### src/rtl/bullet_pkg.sv
// Shared definitions for the shell overlay stage.
//   state_e       : controller states (IDLE, FLY, BURST)
//   *_DEF         : default screen size and overlay colours
//   clamp_coord() : limits a coordinate to the last visible pixel
package bullet_pkg;

  typedef enum logic [1:0] {
    IDLE  = 2'd0,
    FLY   = 2'd1,
    BURST = 2'd2
  } state_e;

  localparam int          H_RES_DEF     = 800;
  localparam int          V_RES_DEF     = 600;
  localparam logic [11:0] SHELL_RGB_DEF = 12'hFF0;
  localparam logic [11:0] BURST_RGB_DEF = 12'hF00;

  function automatic logic [11:0] clamp_coord(input logic [11:0] v, input logic [11:0] lim);
    return (v > lim) ? lim : v;
  endfunction

endpackage

### src/rtl/bullet_step.sv
// One-axis move of the shell toward its target, saturated at STEP pixels.
//   pos_i : current coordinate (12-bit unsigned)
//   tgt_i : target coordinate  (12-bit unsigned)
//   nxt_o : coordinate after one frame of movement
module bullet_step #(
  parameter int STEP = 4
) (
  input  logic [11:0] pos_i,
  input  logic [11:0] tgt_i,
  output logic [11:0] nxt_o
);

  localparam logic signed [12:0] STEP_S = 13'(STEP);

  logic signed [12:0] diff;

  always_comb begin
    // Zero-extend both operands so the 13-bit difference keeps its sign.
    diff = $signed({1'b0, tgt_i}) - $signed({1'b0, pos_i});
    if (diff > STEP_S) begin
      nxt_o = pos_i + 12'(STEP);
    end else if (diff < -STEP_S) begin
      nxt_o = pos_i - 12'(STEP);
    end else begin
      nxt_o = tgt_i;
    end
  end

endmodule

### src/rtl/draw_bullet.sv
// Shell overlay stage following the tank generator. A fire rising edge in
// IDLE launches a shell from the tank centre toward the clamped mouse target;
// the shell moves once per frame (on the vblank rising edge), is drawn as a
// small square, and on arrival turns into an impact square for BURST_FRAMES
// frames.
//   clk, rst                    : pixel clock, async active-low reset
//   hcount_in..vblnk_in, rgb_in : incoming VGA timing and colour
//   tank_x/y, target_x/y        : launch point and target, sampled at launch
//   fire                        : level fire request (rising edge used)
//   hcount_out..vblnk_out       : timing delayed by one clock
//   rgb_out                     : composited colour, aligned with timing outputs
//   busy                        : shell or burst active
//   hit                         : one-clock pulse on arrival
//   state_dbg                   : current controller state
module draw_bullet
  import bullet_pkg::*;
#(
  parameter int          H_RES        = H_RES_DEF,
  parameter int          V_RES        = V_RES_DEF,
  parameter int          STEP         = 4,
  parameter int          SHELL_SZ     = 4,
  parameter int          BURST_SZ     = 16,
  parameter int          BURST_FRAMES = 20,
  parameter logic [11:0] SHELL_RGB    = SHELL_RGB_DEF,
  parameter logic [11:0] BURST_RGB    = BURST_RGB_DEF
) (
  input  logic        clk,
  input  logic        rst,
  input  logic [10:0] hcount_in,
  input  logic [9:0]  vcount_in,
  input  logic        hsync_in,
  input  logic        vsync_in,
  input  logic        hblnk_in,
  input  logic        vblnk_in,
  input  logic [11:0] rgb_in,
  input  logic [11:0] tank_x,
  input  logic [11:0] tank_y,
  input  logic [11:0] target_x,
  input  logic [11:0] target_y,
  input  logic        fire,
  output logic [10:0] hcount_out,
  output logic [9:0]  vcount_out,
  output logic        hsync_out,
  output logic        vsync_out,
  output logic        hblnk_out,
  output logic        vblnk_out,
  output logic [11:0] rgb_out,
  output logic        busy,
  output logic        hit,
  output logic [1:0]  state_dbg
);

  localparam int                 CNT_W      = $clog2(BURST_FRAMES + 1);
  localparam logic signed [13:0] SHELL_HALF = 14'(SHELL_SZ / 2);
  localparam logic signed [13:0] BURST_HALF = 14'(BURST_SZ / 2);

  state_e             state_q;
  logic [11:0]        pos_x_q, pos_y_q, tgt_x_q, tgt_y_q;
  logic [CNT_W-1:0]   cnt_q;
  logic               hit_q, vblnk_q, fire_q;
  logic               tick, fire_edge, arrive;
  logic [11:0]        nxt_x, nxt_y;

  logic [10:0]        hcount_q;
  logic [9:0]         vcount_q;
  logic               hsync_q, vsync_q, hblnk_q, vblnk_out_q;
  logic [11:0]        rgb_q, rgb_d;

  logic signed [13:0] half, x_lo, x_hi, y_lo, y_hi, h_s, v_s;
  logic               in_win;

  assign tick      = vblnk_in & ~vblnk_q;
  assign fire_edge = fire & ~fire_q;

  bullet_step #(.STEP(STEP)) u_step_x (.pos_i(pos_x_q), .tgt_i(tgt_x_q), .nxt_o(nxt_x));
  bullet_step #(.STEP(STEP)) u_step_y (.pos_i(pos_y_q), .tgt_i(tgt_y_q), .nxt_o(nxt_y));

  assign arrive = (nxt_x == tgt_x_q) && (nxt_y == tgt_y_q);

  // Controller: position only changes on a frame tick so a shell never tears.
  always_ff @(posedge clk or negedge rst) begin
    if (!rst) begin
      state_q <= IDLE;
      pos_x_q <= '0;
      pos_y_q <= '0;
      tgt_x_q <= '0;
      tgt_y_q <= '0;
      cnt_q   <= '0;
      hit_q   <= 1'b0;
      vblnk_q <= 1'b0;
      fire_q  <= 1'b0;
    end else begin
      vblnk_q <= vblnk_in;
      fire_q  <= fire;
      hit_q   <= 1'b0;
      case (state_q)
        IDLE: begin
          // A coincident tick is deliberately not used: load only.
          if (fire_edge) begin
            pos_x_q <= tank_x;
            pos_y_q <= tank_y;
            tgt_x_q <= clamp_coord(target_x, 12'(H_RES - 1));
            tgt_y_q <= clamp_coord(target_y, 12'(V_RES - 1));
            cnt_q   <= '0;
            state_q <= FLY;
          end
        end
        FLY: begin
          if (tick) begin
            pos_x_q <= nxt_x;
            pos_y_q <= nxt_y;
            if (arrive) begin
              state_q <= BURST;
              hit_q   <= 1'b1;
            end
          end
        end
        BURST: begin
          if (tick) begin
            cnt_q <= cnt_q + 1'b1;
            if (cnt_q == CNT_W'(BURST_FRAMES - 1)) begin
              state_q <= IDLE;
            end
          end
        end
        default: state_q <= IDLE;
      endcase
    end
  end

  // Window test in signed arithmetic so a square near an edge clips instead
  // of wrapping to the opposite side of the screen.
  always_comb begin
    half   = (state_q == BURST) ? BURST_HALF : SHELL_HALF;
    x_lo   = $signed({2'b00, pos_x_q}) - half;
    x_hi   = $signed({2'b00, pos_x_q}) + half - 14'sd1;
    y_lo   = $signed({2'b00, pos_y_q}) - half;
    y_hi   = $signed({2'b00, pos_y_q}) + half - 14'sd1;
    h_s    = $signed({3'b000, hcount_in});
    v_s    = $signed({4'b0000, vcount_in});
    in_win = (state_q != IDLE) && (h_s >= x_lo) && (h_s <= x_hi) &&
             (v_s >= y_lo) && (v_s <= y_hi);
    if (hblnk_in || vblnk_in) begin
      rgb_d = 12'h000;
    end else if (in_win) begin
      rgb_d = (state_q == BURST) ? BURST_RGB : SHELL_RGB;
    end else begin
      rgb_d = rgb_in;
    end
  end

  always_ff @(posedge clk or negedge rst) begin
    if (!rst) begin
      hcount_q    <= '0;
      vcount_q    <= '0;
      hsync_q     <= 1'b0;
      vsync_q     <= 1'b0;
      hblnk_q     <= 1'b0;
      vblnk_out_q <= 1'b0;
      rgb_q       <= '0;
    end else begin
      hcount_q    <= hcount_in;
      vcount_q    <= vcount_in;
      hsync_q     <= hsync_in;
      vsync_q     <= vsync_in;
      hblnk_q     <= hblnk_in;
      vblnk_out_q <= vblnk_in;
      rgb_q       <= rgb_d;
    end
  end

  assign hcount_out = hcount_q;
  assign vcount_out = vcount_q;
  assign hsync_out  = hsync_q;
  assign vsync_out  = vsync_q;
  assign hblnk_out  = hblnk_q;
  assign vblnk_out  = vblnk_out_q;
  assign rgb_out    = rgb_q;
  assign busy       = (state_q != IDLE);
  assign hit        = hit_q;
  assign state_dbg  = state_q;

endmodule

### config.mk
export PLATFORM = sky130hd
export DESIGN_NAME = draw_bullet
export DESIGN_NICKNAME = d
export VERILOG_FILES = /design/src/rtl/bullet_pkg.sv /design/src/rtl/bullet_step.sv /design/src/rtl/draw_bullet.sv
export SDC_FILE = /design/constraint.sdc
export NUM_CORES = 1
export LEC_CHECK = 0
export ABC_AREA = 1
export CAP_MARGIN = 30
export CORE_MARGIN = 5
export CORE_UTILIZATION = 40
export DETAILED_ROUTE_END_ITERATION = 6
export GPL_TIMING_DRIVEN = 0
export MAX_ROUTING_LAYER = met4
export SYNTH_ARGS = -nofsm -noshare
export SYNTH_HDL_FRONTEND = slang
export SYNTH_SLANG_ARGS = --single-unit
### constraint.sdc
create_clock -name clk -period 10.55 [get_ports clk]
set_clock_uncertainty 0.1 [all_clocks]
set_input_delay 1.055 -clock clk [delete_from_list [all_inputs] [get_ports clk]]
set_output_delay 1.055 -clock clk [all_outputs]
set_load 0.01 [all_outputs]
==> flow_metrics.env, run 1 <==
export IMPL_status="completed"
export IMPL_worstSetupEndpointType="register"
export IMPL_fp_row_count=57
export IMPL_maxSlewViolCount=0
export IMPL_path_clk_slew_ps=60
export IMPL_relSlewSlack_pct=52.8
export IMPL_synthesis_nets=1635
export IMPL_peakVddDrop_mv=0.102
export IMPL_timing_rr_start="state_dbg[0]$_DFFE_PN0P_"
export IMPL_critPathLaunchType="register"
export IMPL_grt_pass1_wl_um=47600
export IMPL_clkLatencyLatePin_ps=360
export IMPL_postCtsHoldBufs=0
export IMPL_r2r_end="rgb_out[7]$_DFF_PN0_"
export IMPL_synthCells=1405
export IMPL_min_period_over_period_pct=51.6
export IMPL_antenna_cells=0
export IMPL_cts_buffers=9
export IMPL_met3_usage_pct=2.95
export IMPL_core_area_um2=24200
export IMPL_root_buffer="clkbuf_16"
export IMPL_viasPerCell=5.09
export IMPL_grtUsageTotal_pct=21.5
export IMPL_synth_edff_count=0
export IMPL_drt_pass1_iterations=5
export IMPL_postRouteAntennaNets=0
export IMPL_postCtsSetupRepairBufs=0
export IMPL_hold_viol_final=0
export IMPL_required_ps=10670
export IMPL_ys_flop_type="dfrtp_1"
export IMPL_avgSynthCellArea_um2=6.95
export IMPL_criticalPathCategory="reg -> reg"
export IMPL_holdCritStartpoint="cnt_q[0]$_DFFE_PN0P_"
export IMPL_crit_path_max_incr_delay_ps=570
export IMPL_avgRoutedWirePerCell_um=15.7
export IMPL_hold_end="cnt_q[0]$_DFFE_PN0P_"
export IMPL_worstMarginPinSlew_ps=705
export IMPL_antenna_found_initial=0
export IMPL_fin_nets=1776
export IMPL_met2_usage_pct=34.7
export IMPL_synth_top_cell_area_share_pct=24.1
export IMPL_synthTopCellsByArea="dfrtp_1, ha_1, nand2_1"
export IMPL_fp_dieW_um=166
export IMPL_yosys_area_top_type="dfrtp_1"
export IMPL_setup_viol=0
export IMPL_async_flop_share_pct=100
export IMPL_start_util_pct=40.4
export IMPL_port_buffers=128
export IMPL_p_total_mw=3.57
export IMPL_worst_r2r_cell_count=22
export IMPL_yosysSeqAreaShare_pct=24.1
export IMPL_gr_total_overflow=0
export IMPL_p_leak_nw=5.99
export IMPL_p_per_area_nw_per_um2=303
export IMPL_syn_cell_area_um2=9760
export IMPL_clock_path_buffers=2
export IMPL_cts_htree_levels=3
export IMPL_grt_start_max_net_pins=49
export IMPL_cp_arrival_ps=5570
export IMPL_cts_resized=0
export IMPL_dieArea_um2=27600
export IMPL_yosys_warnings=0
export IMPL_die_h_um=166
export IMPL_top_level_ports=129
export IMPL_top_usage_layer="met2"
export IMPL_drtIter0Drc=625
export IMPL_layout_drive_gt1_share_pct=4.96
export IMPL_cts_sinks=94
export IMPL_holdPathStages=1
export IMPL_routed_wirelength_um=29400
export IMPL_vias=9535
export IMPL_r2r_slack_ps=5110
export IMPL_grt_use_met1_pct=28.1
export IMPL_rsz0062_at_grt="no"
export IMPL_layout_area_overhead_vs_synth_pct=20.7
export IMPL_globalplace_congestion=0.943
export IMPL_dpl_hpwl_um=24200
export IMPL_yosysUniqueCellTypes=53
export IMPL_cp_common_cell="inv_1"
export IMPL_post_route_min_period_ps=5440
export IMPL_grt_pass1_vias=9237
export IMPL_crit_chain="nor2_1, inv_1, ha_1, ha_1, inv_1, fa_1, inv_1, a31oi_1, o221ai_1, xor2_1, ha_1, inv_1, nor3_1, nand2_1, o311ai_0, a21oi_1, a31oi_1, nand4_1, nand2_1, inv_2, nand2_1, a21oi_1"
export IMPL_synth_seq_cells=94
export IMPL_worstHoldPathType="reg -> reg"
export IMPL_cp_max_fo=9
export IMPL_maxCapViolCount=0
export IMPL_drc_errors=0
export IMPL_crit_slowest_cell="nor2_1"
export IMPL_setup_tns_ps=0
export IMPL_cts_tree="yes"
export IMPL_max_clock_freq_ghz=0.184
-- kinds of logic after synthesis --
logic type	after synthesis	share of synthesized area, %
compound gates	201	11.8
xor+xnor	69	6.27
fa+ha+maj	142	18.7
buf+inv	227	9.03
flops	94	24.1
simple gates	672	30.1
-- power breakdown --
| group | total (mW) | internal, mW | switching [mW] |
|---|---|---|---|
| combinational | 2.71 | 1.02 | 1.69 |
| sequential | 0.514 | 0.417 | 0.0969 |
| clock | 0.345 | 0.196 | 0.149 |
| total | 3.57 | 1.63 | 1.94 |
-- metrics by stage --
step           instances  setup slack, ps  hold WS (ps)  area [um^2]  util (%)
2_1_floorplan       1405             6560           368         9760         -
3_3_place_gp        1857             4490           392        11400      47.4
3_5_place_dp        1859             5100           394        11500      47.5
4_1_cts             1875             5070           404        11800      48.7
5_1_grt             1875             4680           435        11800      48.7
6_report            1875             5110           403        11800      48.7
-- metal layers --
metal | routed length, um | vias to the layer above | part of all wire, %
met1 | 13700 | 4390 | 46
met4 | 796 | 0 | 2.7
met5 | 0 | - | 0
met3 | 1370 | 42 | 4.6
li1 | - | 4873 | -
met2 | 13600 | 230 | 46
-- how the worst max path moves through the flow --
stage,endpoint,start,slack (ps)
2_1_floorplan,rgb_out[6]$_DFF_PN0_,state_dbg[1]$_DFFE_PN0P_,6560
3_3_place_gp,rgb_out[2]$_DFF_PN0_,rst,4490
3_5_place_dp,rgb_out[7]$_DFF_PN0_,state_dbg[0]$_DFFE_PN0P_,5100
4_1_cts,rgb_out[7]$_DFF_PN0_,state_dbg[0]$_DFFE_PN0P_,5070
5_1_grt,rgb_out[7]$_DFF_PN0_,state_dbg[1]$_DFFE_PN0P_,4680
6_report,rgb_out[7]$_DFF_PN0_,state_dbg[0]$_DFFE_PN0P_,5110
-- worst max-delay path: cells and delay by family, from the launching register on --
| family | cells | cell delay, ps |
|---|---|---|
| AOI/OAI and AO/OA | 6 | 940 |
| xor gates and xnor gates | 1 | 120 |
| adders and majority gates | 4 | 1350 |
| buffers and inverters | 5 | 790 |
| DFF | 1 | 400 |
| and+or+nand+nor | 6 | 1590 |
-- state kept, by name, indices dropped and copies added, names as in the netlist --
name / count
cnt_q: 5
state_dbg: 2
vblnk_out: 1
hsync_out: 1
pos_y_q: 12
fire_q: 1
pos_x_q: 12
tgt_y_q: 12
rgb_out: 12
tgt_x_q: 12
hcount_out: 11
vsync_out: 1
vcount_out: 10
hit: 1
hblnk_out: 1
-- final cells by class --
class,count,area (um^2)
Tap cell,324,405
Buffer,23,111
Inverter,204,771
Timing Repair Buffer,130,1310
Fill cell,2485,12400
Clock inverter,4,45.0
Clock buffer,12,256
Sequential cell,94,2350
Multi-Input combinational cell,1084,6530
-- placed cells by master (no fill, tap or decap), drive strengths merged, types with 4 or more instances in the layout --
cell type	netlist	layout
a211oi	4	4
a21oi	75	75
a31oi	4	4
buf	9	12
clkbuf	14	26
clkdlybuf4s50	0	127
clkinv	2	5
dfrtp	94	94
fa	6	6
ha	136	136
inv	202	202
nand2	358	358
nand3	127	127
nand4	25	25
nor2	136	136
nor3	13	13
o211ai	7	7
o21ai	67	67
o22ai	20	20
o31ai	8	8
xnor2	8	8
xor2	61	61
-- cell usage after synthesis (4+ instances only) --
cell	n
inv_1	193
nor3_1	13
buf_2	5
o31ai_1	8
nand4_1	25
inv_2	8
nor2_2	7
o21ai_0	66
clkbuf_1	14
ha_1	136
nand2_1	341
a21oi_1	72
fa_1	6
nand3_1	117
a211oi_1	4
nand3_2	8
xor2_1	60
o22ai_1	20
nand2_2	15
xnor2_1	8
o211ai_1	7
nor2_1	128
a31oi_1	4
dfrtp_1	94
Power figures use the tool's default switching activity.
==> run 2, diff against run 1 <==
Clock period 10.55 ns to 4.8 ns, I/O delays scaled along.
==> run 2 against run 1 <==
Sequential share of layout area down 0.13 points. Sequential power up 120%. Non-clock buffer count up 6. Critical endpoint unchanged.
==> flow_metrics.env, run 2 (same netlist as run 1, synthesis figures left out) <==
export IMPL_status="completed"
export IMPL_min_period_over_period_pct=94.1
export IMPL_p_per_area_nw_per_um2=666
export IMPL_die_h_um=166
export IMPL_timing_rr_start="state_dbg[1]$_DFFE_PN0P_"
export IMPL_clkLatencyLatePin_ps=360
export IMPL_top_layer="met4"
export IMPL_max_clock_freq_ghz=0.221
export IMPL_required_ps=4980
export IMPL_avgRoutedWirePerCell_um=15.7
export IMPL_cts_buffers=9
export IMPL_layout_drive_gt1_share_pct=5.72
export IMPL_drt_pass1_iterations=5
export IMPL_drtIter0Drc=623
export IMPL_cp_max_fo=7
export IMPL_relSlewSlack_pct=53.8
export IMPL_dpl_hpwl_um=24200
export IMPL_routed_wirelength_um=29500
export IMPL_dpl_cell_count=1859
export IMPL_met1_length_um=13800
export IMPL_r2r_slack_ps=280
export IMPL_layout_area_overhead_vs_synth_pct=21.5
export IMPL_dieArea_um2=27600
export IMPL_fp_row_count=57
export IMPL_layout_common_cells="nand2_1, inv_1, ha_1, nor2_1, clkdlybuf4s50_1"
export IMPL_core_area_um2=24200
export IMPL_setup_ws_ps=282
export IMPL_gr_total_overflow=0
export IMPL_cts_tree="yes"
export IMPL_path_clk_slew_ps=70
export IMPL_worstHoldPathType="in -> async"
export IMPL_worstMarginPinSlew_ps=694
export IMPL_final_common_cell="nand2_1"
export IMPL_vias=9570
export IMPL_criticalPathCategory="reg -> reg"
export IMPL_fin_nets=1782
export IMPL_maxSlewViolCount=0
export IMPL_port_buffers=128
export IMPL_cts_htree_levels=3
export IMPL_fp_dieW_um=166
export IMPL_peakVddDrop_mv=0.228
export IMPL_hold_viol_final=0
export IMPL_start_util_pct=40.4
export IMPL_grt_start_max_net_pins=49
export IMPL_antenna_cells=0
export IMPL_hold_slack_ps=59.7
export IMPL_worst_r2r_cell_count=24
export IMPL_met2_length_um=13800
export IMPL_grtUsageTotal_pct=21.5
export IMPL_instances_no_fill=1881
export IMPL_worstSetupEndpointType="register"
export IMPL_top_level_ports=129
export IMPL_fin_util_pct=49.1
export IMPL_antenna_found_initial=0
export IMPL_globalplace_congestion=0.943
export IMPL_postRouteAntennaNets=0
export IMPL_drc_errors=0
export IMPL_postCtsHoldBufs=0
export IMPL_cts_sinks=94
export IMPL_p_leak_nw=6.02
export IMPL_grt_pass1_wl_um=47600
export IMPL_grt_pass1_vias=9225
export IMPL_viasPerCell=5.09
export IMPL_wl_met3_um=1220
export IMPL_r2r_end="rgb_out[7]$_DFF_PN0_"
export IMPL_rsz0062_at_grt="no"
export IMPL_setup_viol=0
export IMPL_post_route_min_period_ps=4520
export IMPL_fillers=2481
export IMPL_cp_arrival_ps=4700
export IMPL_pre_cts_slack_ps=-652
export IMPL_clock_path_buffers=2
export IMPL_maxCapViolCount=0
export IMPL_root_buffer="clkbuf_16"
export IMPL_critPathLaunchType="register"
## run 2: through the flow
stage | TNS (ps) | power (mW) | cell area, um^2
final | 0 | 7.90 | 11900
after global routing | 0 | 8.80 | 11900
after CTS | 0 | 7.87 | 11800
after detailed placement | -6460 | 7.05 | 11500
after global placement | -68030 | 6.97 | 11400
after floorplan | 0 | 5.60 | 9760
## run 2: critical path: stages, from the launching register on
cell	delay, ps
dfrtp_1	370
inv_1	90
nor2_4	170
clkinvlp_4	100
buf_4	180
buf_4	150
fa_1	610
nand2_1	90
nor3_1	240
a21o_1	200
a21oi_1	70
o21ai_0	200
xor2_1	180
ha_1	260
a21oi_1	130
o21ai_0	90
a21oi_1	130
a41oi_1	80
nand3_1	120
nor2_1	50
nor3_2	240
nand2_2	170
inv_2	120
nand2_1	120
a21oi_1	150
## run 2: final cells by class
type / count / area (um^2) / share of cell area, %
repair buffers: 136 / 1360 / 11.5
well taps: 324 / 405 / 3.42
plain buffers: 23 / 111 / 0.939
multi-input cells: 1084 / 6560 / 55.3
inverters: 204 / 774 / 6.53
flip-flops and latches: 94 / 2350 / 19.8
clock inverters: 4 / 45.0 / 0.380
clock buffers: 12 / 256 / 2.16
## run 2: worst max-delay path by stage
stage                              from              endpoint  slack, ps
4_1_cts        state_dbg[0]$_DFFE_PN0P_  rgb_out[7]$_DFF_PN0_         10
3_3_place_gp                        rst  rgb_out[2]$_DFF_PN0_       -690
2_1_floorplan  state_dbg[1]$_DFFE_PN0P_  rgb_out[6]$_DFF_PN0_        810
6_report       state_dbg[1]$_DFFE_PN0P_  rgb_out[7]$_DFF_PN0_        280
5_1_grt        state_dbg[1]$_DFFE_PN0P_  rgb_out[4]$_DFF_PN0_         30
3_5_place_dp   state_dbg[0]$_DFFE_PN0P_  rgb_out[7]$_DFF_PN0_       -650
## run 2: repair_timing
action                                  CTS  global route
buffers inserted                          3             3
pin swaps                                 0             2
gates resized for setup                   4             3
endpoints found under the setup margin   12            12
gates cloned                              0             0
## run 2: per-layer routing
metal / global-route usage [%] / vias to the layer above
li1: - / 4874
met1: 28.2 / 4451
met2: 34.9 / 205
met3: 2.86 / 40
met4: 6.62 / 0
met5: - / -
## run 2: power breakdown
part,switching [mW],leakage (nW),internal (mW)
clock network,0.327,0.152,0.430
registers,0.213,1.12,0.917
logic,3.75,4.75,2.26
==> run 3, diff against run 2 <==
--- a/config.mk
+++ b/config.mk
@@ -12,4 +12,5 @@
 export DETAILED_ROUTE_END_ITERATION = 6
 export GPL_TIMING_DRIVEN = 0
+export HOLD_SLACK_MARGIN = 0.15
 export MAX_ROUTING_LAYER = met4
 export SYNTH_ARGS = -nofsm -noshare
==> constraint.sdc (replaced) <==
create_clock -name clk -period 4.8 [get_ports clk]
set_clock_uncertainty 0.1 [all_clocks]
set_input_delay 0.96 -clock clk [delete_from_list [all_inputs] [get_ports clk]]
set_output_delay 0.96 -clock clk [all_outputs]
set_load 0.01 [all_outputs]
==> results of run 3 <==
The final DEF is identical to that of run 2. Status: completed.
Main changes from that run: clock-pin slew on the worst setup and hold paths 70 ps -> 60 ps; hold slack 59.7 ps -> 403 ps
==> variant 1: new RTL, settings of run 2 <==
The output `vcount_out` loses its register stage (`vcount_q` becomes a continuous assignment).
--- a/src/rtl/draw_bullet.sv
+++ b/src/rtl/draw_bullet.sv
@@ -154,3 +154,2 @@
       hcount_q    <= '0;
-      vcount_q    <= '0;
       hsync_q     <= 1'b0;
@@ -162,3 +161,2 @@
       hcount_q    <= hcount_in;
-      vcount_q    <= vcount_in;
       hsync_q     <= hsync_in;
@@ -170,2 +168,4 @@
   end
+
+  assign vcount_q = vcount_in;
 
Formal check against the unedited RTL: not equivalent (a bounded check fails within 4 cycles, from zero or initial values and one cycle with rst low).
==> variant 1 against run 2 <==
- power is 7.1% lower
- wire length is 0.24% higher
- sequential power is 11% lower
- first-iteration DRC count is 8.7% lower
- synthesized area is 3.7% lower
- critical path depth is 1 lower
- sequential cell count is 10 lower
- cell area is 2.9% lower
- setup slack better by 120 ps
- largest cell class unchanged
==> variant 1: results (changes against run 2) <==
- Outcome: completed
- Hold_ws: 9.97 ps (-49.7 ps)
- Synth cell count leaders: nand2_1 (304), inv_1 (200), ha_1 (136)
- Non-Filler Instances: 1830 (-2.7%)
- Met2 Use GR: 38.2% (+3.3 points)
- Leak pwr: 5.81 nW (-3.5%)
- Vias in the first global route: 9048 (-1.9%)
- Largest net degree at the start of global routing: 45 (-8.2%)
- Mapped Nets: 1592 (-2.6%)
- Met3 wire length: 1480 microns (+21%)
- Layout cells sized above 1: 6.02% (+0.31 points)
- Metal2 WL: 14200 microns (+3.0%)
- First-pass GRT wire length: 47500 microns (-0.13%)
- Nets: 1736 (-2.6%)
- 1st-iter DRT viols: 569 (-8.7%)
- CP max-delay cell: dfrtp_1
- Grt met1 use: 29.8% (+1.7 points)
- Post-DP HPWL: 24500 microns (+1.1%)
- Worst reg2reg startpoint: state_dbg[0]$_DFFE_PN0P_
- R2R Path End: rgb_out[11]$_DFF_PN0_
- All-Layer GR Usage: 23.0% (+1.4 points)
- Worst endpoint data arrival time: 4530 ps (-170 ps)
- Initial antenna violation count: 0 (unchanged)
- Multiplexer area fraction after synthesis: 0% (unchanged)
- Dpl ws: -357 ps (+295 ps)
- Complex-gate fraction of the synthesized area: 12.2% (+0.37 points)
- Synth Instances: 1362 (-3.1%)
- Crit path largest cell delay: 480 ps (-130 ps)
- Crit Path Max Fanout: 9 (+2)
- R2R cell count: 23 (-4.2%)
- Synth Area in Adders: 19.4% (+0.73 points)
- Maximum vdd drop: 0.000297 V (+31%)
- Top cells by area, synth: dfrtp_1 (22%), ha_1 (18%), nand2_1 (12%)
- GRT met3 Usage: 3.46% (+0.60 points)
- CP delay by family, top: adder cells
- Wire length on met1: 13500 microns (-2.4%)
- Seq/Total Area, Yosys: 22.4% (-1.7 points)
- Vias: 9242 (-3.4%)
- Final Setup Violations: 0 (unchanged)
- Switching share of power: 54.1% (-0.20 points)
- Post-synthesis xor/xnor area fraction: 6.52% (+0.26 points)
- Final Routed Wirelength: 29600 microns (+0.24%)
- Final WS setup: 399 ps (+117 ps)
- Router iterations before antenna repair: 5 (unchanged)
- Slew margin rel.: 47.3% (-6.5 points)
- Yosys cell types: 50 (-5.7%)
[variant 1: power by group through the flow]
stage	sequential (mW)	combinational (mW)	clock, mW
after floorplan	0.970	4.09	0
after global placement	1.02	5.34	0
after detailed placement	1.02	5.39	0
after CTS	1.01	5.44	0.814
after global routing	1.03	6.31	0.834
final	1.01	5.52	0.799
[variant 1: cells by family after synthesis]
kind of cell / Yosys count
DFF: 84
adders and majority gates: 142
xor gates and xnor gates: 70
and+or+nand+nor: 628
buffers and inverters: 238
AOI/OAI and AO/OA: 200
[variant 1: final cells by class]
type | instances | area, sq um
fill | 2421 | 11800
multi-input combinational | 1040 | 6390
sequential | 84 | 2100
timing repair buffer | 133 | 1340
inverter | 208 | 786
tap | 319 | 399
clock buffer | 11 | 243
buffer | 30 | 175
clock inverter | 5 | 85.1
[variant 1: timing repair]
item / CTS / global route
pin swaps: 0 / 1
setup buffers: 2 / 2
cloned: 0 / 0
gates resized for setup: 3 / 12
setup endpoints to repair: 12 / 12
hold buffers: 0 / 0
==> variant 2: new RTL, settings of run 2 <==
Made on the original files. Change the parameter `BURST_FRAMES` from 20 to 10.
--- a/src/rtl/draw_bullet.sv
+++ b/src/rtl/draw_bullet.sv
@@ -22,3 +22,3 @@
   parameter int          BURST_SZ     = 16,
-  parameter int          BURST_FRAMES = 20,
+  parameter int          BURST_FRAMES = 10,
   parameter logic [11:0] SHELL_RGB    = SHELL_RGB_DEF,
Check against the original RTL: no difference found for any inputs over 4 cycles, from zero or initial values and one cycle with rst low; that may be too few to reach the edited logic, so the function may still have changed.
==> variant 2 against run 2 <==
- synthesized area is 1.4% lower
- wire length is 0.63% higher
- sequential cell count is 1 lower
- utilization is 0.93 points higher
- cell area is 0.47% lower
- sequential share of layout area is 0.12 points lower
- power is 19% higher
- die area is 1.4% lower
- sequential power is 9% higher
- setup slack better by 29 ps
- synthesized cell count is 2.8% lower
==> variant 2: results (changes against run 2) <==
- Top cells by area, synth: dfrtp_1 (24%), ha_1 (18%), nand2_1 (13%)
- #MultiIn Comb: 1055 (-2.7%)
- Worst endpoint data arrival time: 4600 ps (-100 ps)
- Sequential group share of total power: 13.1% (-1.2 points)
- Placer Congestion: 0.934 (-0.88%)
- Signal buf overhead: 12.5% (+0.080 points)
- Design Power: 9.41 mW (+19%)
- Post-synthesis xor/xnor area fraction: 6.19% (-0.077 points)
- Non-Filler Instances: 1836 (-2.4%)
- CP delay by family, top: adder cells
- Number of non-clock buffers: 156 (-1.9%)
- Synth Instances: 1366 (-2.8%)
- Complex-gate fraction of the synthesized area: 11.3% (-0.50 points)
- Post-DP HPWL: 24600 microns (+1.5%)
- Crit Path Max Fanout: 4 (-3)
- Synth cell count leaders: nand2_1 (325), inv_1 (186), ha_1 (137)
- Slew at the pin with the worst max-slew slack: 790 ps (+95.8 ps)
- Sequential cell area: 2330 sq um (-1.1%)
- All-Layer GR Usage: 22.6% (+1.1 points)
- Nets: 1743 (-2.2%)
- Layout Utilization: 50.0% (+0.93 points)
- Vias in the first global route: 9094 (-1.4%)
- Wire length on met1: 13300 microns (-3.7%)
- Dpl ws: -967 ps (-316 ps)
- Met2 Use GR: 38.3% (+3.4 points)
- Area occupied by multi-input gates: 6510 sq um (-0.74%)
- Int Power: 4.17 mW (+16%)
- Leak pwr: 5.89 nW (-2.1%)
- Synth Area in Adders: 19.1% (+0.40 points)
- Seq/Total Area, Yosys: 24.2% (+0.094 points)
- Clk tree area frac: 3.00% (+0.46 points)
- Outcome: completed
- Metal2 WL: 14400 microns (+4.6%)
- Grt met1 use: 29.4% (+1.2 points)
- Clock buf count: 10 (-2)
- First-pass GRT wire length: 47200 microns (-0.90%)
-- variant 2: path summary, 6_finish.rpt --
check	startpoint	to	slack [ps]	cells after the start
worst max-delay path	state_dbg[1]$_DFFE_PN0P_	rgb_out[7]$_DFF_PN0_	310	28
worst min-delay path	cnt_q[2]$_DFFE_PN0P_	cnt_q[2]$_DFFE_PN0P_	400	1
worst max register to register	state_dbg[1]$_DFFE_PN0P_	rgb_out[7]$_DFF_PN0_	310	28
worst min register to register	cnt_q[2]$_DFFE_PN0P_	cnt_q[2]$_DFFE_PN0P_	400	1
max in group asynchronous	rst	rgb_out[10]$_DFF_PN0_	3420	3
min in group asynchronous	rst	hsync_out$_DFF_PN0_	480	2
-- variant 2: repair_timing --
| action | in CTS | in global routing |
|---|---|---|
| buffers inserted | 2 | 3 |
| setup endpoints to repair | 12 | 12 |
| gates resized for setup | 5 | 11 |
| hold buffers | 1 | 0 |
| endpoints found under the hold margin | 27 | 0 |
| pin swaps | 1 | 2 |
